[src/rtl/match_event_logger.sv]
// match_event_logger: timestamps each cycle where the detector's match pulse z is high.
// Timestamps go into a small first-word-fall-through FIFO that the host drains over valid/ready.
// The block also keeps a saturating match count and a sticky drop flag.
module match_event_logger #(
    parameter int unsigned TS_W  = 16,
    parameter int unsigned DEPTH = 4,
    parameter int unsigned CNT_W = 16
) (
    input  logic                       clk,
    input  logic                       rst_n,
    input  logic                       z,
    input  logic                       clr,
    output logic                       ev_valid,
    input  logic                       ev_ready,
    output logic [TS_W-1:0]            ev_ts,
    output logic [$clog2(DEPTH):0]     level,
    output logic [CNT_W-1:0]           match_cnt,
    output logic                       drop_flag
);

    localparam int unsigned PW = $clog2(DEPTH);
    localparam int unsigned LW = PW + 1;
    localparam logic [LW-1:0] FULL_LEVEL = LW'(DEPTH);

    logic [TS_W-1:0]  ts_q;
    logic [TS_W-1:0]  mem_q [DEPTH];
    logic [PW-1:0]    wptr_q;
    logic [PW-1:0]    rptr_q;
    logic [LW-1:0]    level_q;
    logic [CNT_W-1:0] cnt_q;
    logic             drop_q;

    logic full;
    logic pop;
    logic push;
    logic drop;

    // Handshake decode; a full FIFO still accepts a push when a pop frees the head slot.
    always_comb begin
        full = (level_q == FULL_LEVEL);
        pop  = (level_q != '0) && ev_ready;
        push = z && (!full || pop);
        drop = z && full && !pop;
    end

    // Free-running timestamp, pointers, occupancy, counter and drop flag; clr leaves ts alone.
    always_ff @(posedge clk) begin
        if (!rst_n) begin
            ts_q    <= '0;
            wptr_q  <= '0;
            rptr_q  <= '0;
            level_q <= '0;
            cnt_q   <= '0;
            drop_q  <= 1'b0;
        end else begin
            ts_q <= ts_q + TS_W'(1);
            if (clr) begin
                wptr_q  <= '0;
                rptr_q  <= '0;
                level_q <= '0;
                cnt_q   <= '0;
                drop_q  <= 1'b0;
            end else begin
                if (push) begin
                    wptr_q <= wptr_q + PW'(1);
                end
                if (pop) begin
                    rptr_q <= rptr_q + PW'(1);
                end
                if (push && !pop) begin
                    level_q <= level_q + LW'(1);
                end else if (pop && !push) begin
                    level_q <= level_q - LW'(1);
                end
                if (z && (cnt_q != '1)) begin
                    cnt_q <= cnt_q + CNT_W'(1);
                end
                if (drop) begin
                    drop_q <= 1'b1;
                end
            end
        end
    end

    // Entry storage; cleared on reset so the head reads 0 out of reset.
    always_ff @(posedge clk) begin
        if (!rst_n) begin
            for (int i = 0; i < int'(DEPTH); i++) begin
                mem_q[i] <= '0;
            end
        end else if (!clr && push) begin
            mem_q[wptr_q] <= ts_q;
        end
    end

    assign ev_valid  = (level_q != '0);
    assign ev_ts     = mem_q[rptr_q];
    assign level     = level_q;
    assign match_cnt = cnt_q;
    assign drop_flag = drop_q;

endmodule

[config.mk]
export PLATFORM = sky130hd
export DESIGN_NAME = match_event_logger
export DESIGN_NICKNAME = d
export VERILOG_FILES = /design/src/rtl/match_event_logger.sv
export SDC_FILE = /design/constraint.sdc
export NUM_CORES = 1
export LEC_CHECK = 0
export ABC_CLOCK_PERIOD_IN_PS = 3700
export CAP_MARGIN = 20
export CORE_ASPECT_RATIO = 0.6
export CORE_MARGIN = 2
export CORE_UTILIZATION = 57
export DETAILED_ROUTE_END_ITERATION = 8
export GPL_ROUTABILITY_DRIVEN = 0
export GPL_TIMING_DRIVEN = 0
export PLACE_DENSITY_LB_ADDON = 0.05
export REMOVE_ABC_BUFFERS = 1
export SLEW_MARGIN = 20
export SYNTH_ARGS = -nofsm -noshare
export SYNTH_HDL_FRONTEND = slang
export SYNTH_SLANG_ARGS = --single-unit
[constraint.sdc]
create_clock -name clk -period 3.7 [get_ports clk]
set_input_delay 1.11 -clock clk [delete_from_list [all_inputs] [get_ports clk]]
set_output_delay 1.11 -clock clk [all_outputs]
set_load 0.01 [all_outputs]
Word level (Yosys, flattened, before mapping)
Memories as Yosys holds them, arrays and structs flattened. A register that Yosys moved wholly into a read port is not among the register bits.
Cells that the tools add are included.
W data, S select, Z words.
Word-level totals
  input bits: 5
  bits in writable memories: 64
  word-level logic and storage cells: 44
  memories kept: 1
  bits in registers: 40
Memory list
  mem_q: depth 4, bits a word 16, rd ports 1, clocked after Yosys merged registers in 1, wr ports 4, RTL line 26  | logic [TS_W-1:0] mem_q [DEPTH];
Operators by class
  multiplexer cells: 11
  equality and inequality tests: 2
  add/subtract/negate cells: 6
  reduce and logical (&&, ||, !) cells: 17
  bitwise operators: 1
Operators with widths (number)
  $add A16 B1 Y16 const B: 2
  $mux W16: 1
  $ne A16 B16 Y1 const B: 1
  $reduce_or A16 Y1: 1
  $logic_and A1 B1 Y1: 8
  $mux W2: 3
  $mux W3: 2
  $mux W1: 5
  $add A2 B1 Y2 const B: 2
  $logic_not A1 Y1: 4
  $add A3 B1 Y3 const B: 1
  $eq A3 B3 Y1 const B: 1
  $reduce_bool A3 Y1: 1
  $sub A3 B1 Y3 const B: 1
  $reduce_bool A2 Y1: 1
  $reduce_or A2 Y1: 1
  $logic_or A1 B1 Y1: 1
  $not A1 Y1: 1

Longest topological paths before layout
  word-level depth: 10
  depth in mapped cells: 9

Worst setup path before layout
Ideal clock, no wire load.
  path kind: input-to-reg
  start: in z
  end: mem mem_q[3][0] (enable)
  setup time: 0.411 ns
  cell stages on the path: 3
  arrival time: 2.723 ns
  setup slack: 0.565 ns
  required time: 3.289 ns
  cell sequence: clkbuf_1 > nand3_1 > o21ai_0
RTL lines
  start, declared: RTL line 11  | input logic z,
  end, declared: RTL line 26

==> run_results.csv <==
group,metric,value,unit
synth,synth_top_area_share,0.408,
drt,first_pass_iters,5,
drt,drc_errors,0,
synth,synth-edff-count,64,
setup_path,critPathCaptureType,"flip-flop",
finish,fin_area,5570,sq um
synth,yosys_warnings,0,
drt,wl_met3,467,um
die,dieWidth,121,um
sta,skew,0.00357,ns
grt,antenna_found_initial,0,
synth,synth_cell_types,38,
pwr,power_density,432,nW/um^2
die,initial_utilization,0.594,
setup_path,path_max_fanout,16,
synth,yosysSeqAreaShare,0.586,
sta,max_freq,288,MHz
drt,avgViaCountPerCell,5.82,
synth,ys_top_cells_by_count,"and2_1, edfxtp_1, dfxtp_1",
setup_path,reg2reg_depth,5,
drt,wl_per_cell,17.7,um
clock_tree,cts.sinks,106,
hold_path,hp-class,"flip-flop to flip-flop",
run,cap_violations,0,
hold_path,holdPathEnd,"match_cnt[15]",
die,die-area,9040,sq um
sta,setup_viol_count_final,0,
pwr,irDropWorstVdd,0.330,mV
finish,area_growth_syn_to_layout,18.1,%
clock_tree,clockRootBuffer,"clkbuf_16",
finish,utilization,0.701,
sta,tightestPinTransition,1.06,ns
synth,synth_area_leaders,"edfxtp_1, dfxtp_1, and2_1",
drt,wirelength,9580,um
sta,period_minus_slack,3.47,ns
grt,grt_pass1_vias,2928,
finish,diodes,0,
die,core_area,7950,sq um
sta,slew_viol_final,0,
die,io_pins,42,
synth,syn_area,4720,sq um
grt,groute.usage.overall,0.235,
die,die_h,74.5,um
sta,slew_headroom,0.291,
drt,met2_length,3990,um
drt,m1WireLength,5000,um
synth,synth_cells,388,
placed_design,dp_hpwl,6370,um
drt,num_vias,3148,
clock_tree,clkLatencyLatePin,0.34,ns
grt,grt_max_degree,23,
drt,antenna_left,0,
placed_design,placed_area,5230,sq um
run_status,status,"complete, no violations",
clock_tree,cts.clk_slew.worst_paths,0.07,ns
hold_path,min_path_cells,2,
setup_path,reg2reg_from,"level[1]",
clock_tree,clk_path_buf_depth,2,
setup_path,arrival,3.45,ns
placed_design,port_buffers,41,
synth,syn_area_per_cell,12.2,sq um
finish,fillerInstances,586,
setup_path,startpoint,"rst_n",
drt,top_layer_used,"met4",
setup_path,rr_endpoint,"mem_q[0][11]",
synth,async_flop_share,0,
clock_tree,cts_tree,"done",
setup_path,critPathLaunchType,"primary input",
clock_tree,htreeDepth,3,
setup_path,crit_type,"primary input to flip-flop",
die,num_rows,25,
drt,drtIter0Drc,318,
sta,rsz0062_at_grt,"no",
synth,synth_top_cell_by_area,"edfxtp_1",
synth,ys_ff_latch,106,
clock_tree,numCtsBuffers,9,
grt,grt_overflow,0,
synth,synth_ff_type,"edfxtp_1",
sta,period_share,0.937,
pwr,p_total,2.41,mW
hold_path,hp-start,"match_cnt[15]",
finish,nets,437,
grt,grt_pass1_wl,15500,um
pwr,leakagePower,1.94,nW
setup_path,required,3.68,ns
sta,finalHoldViolations,0,
finish,drive_gt1_frac,0.109,
setup_path,regToRegSetupSlack,1.32,ns
## placed cells by master, fill, tap and decap left out, types with 2 or more instances in the layout
cell,n
and2_1,64
edfxtp_1,64
dfxtp_1,41
clkdlybuf4s50_1,41
nor2_1,30
nand2_1,19
mux4_2,16
nand3_1,16
a21oi_1,13
or3_1,10
o21ai_0,10
xor2_1,10
clkbuf_16,9
nand4_1,8
inv_1,7
nand2b_1,5
nor4_1,5
a41o_1,5
a31oi_1,5
mux2i_1,4
xnor2_1,4
buf_4,4
nand2b_2,3
and4_1,3
or4_1,3
o41ai_1,3
ha_1,3
nor3b_4,2
o31ai_1,2
o311ai_0,2
clkbuf_1,2
## logic make-up after synthesis
family,Yosys count,synth area share
simple gates,176,0.210
xor+xnor,14,0.0260
flops,106,0.586
compound gates,43,0.0592
buf+inv,25,0.0215
fa+ha+maj,4,0.0122
mux,20,0.0849
## power breakdown
group	leakage (nW)	switching (mW)	internal (mW)
clock network	0.137	0.405	0.523
logic	0.804	0.0837	0.0813
registers	1.00	0.0279	1.28
## registers in the layout, summed over array words and instances (netlist names), named ones only
signal,flops
wptr_q,2
mem_q,64
level,3
drop_flag,1
rptr_q,2
ts_q,16
match_cnt,16
## how the worst max path moves through the flow
| stage | end | cells after the start |
|---|---|---|
| CTS | mem_q[0][8] | 6 |
| global route | mem_q[0][8] | 6 |
| global placement | mem_q[0][10] | 5 |
| floorplan | mem_q[0][0] | 4 |
| finish | mem_q[0][11] | 6 |
| detailed placement | mem_q[1][10] | 5 |
## cell type report
class                      count  area [sq um]  area share
timing repair buffer          47           460      0.0827
inverter                       7          26.3     0.00472
clock buffer                  11           233      0.0418
sequential                   106          2760       0.496
clock inverter                 5          55.1     0.00989
multi-input combinational    257          1890       0.340
tap                          108           135      0.0243
## routing by layer
layer	up-vias	global-route usage
li1	1510	-
met1	1552	0.355
met2	77	0.333
met3	9	0.0675
met4	0	0.0677
met5	-	0
## what timing repair did
item	in CTS	in global routing
gates resized for setup	7	0
setup endpoints to repair	48	16
setup buffers	2	1
hold buffers	0	0
pin swaps	2	1
## through the flow
step	worst slack (ns)	TNS (ns)	cells	hold WS, ns
after global placement	-1.21	-69.89	519	0.494
after detailed placement	-1.05	-49.38	522	0.497
final	0.233	0	541	0.508
after CTS	0.0746	0	540	0.509
after global routing	0.0700	0	541	0.541
after floorplan	0.492	0	370	0.459
## worst max-delay path: stages
cell and delay (ns):
clkdlybuf4s50_1 0.67, and2b_2 0.39, nand3_1 0.35, nor3_4 0.30
buf_4 0.19, nand2b_2 0.43
Power figures use the tool's default switching activity.
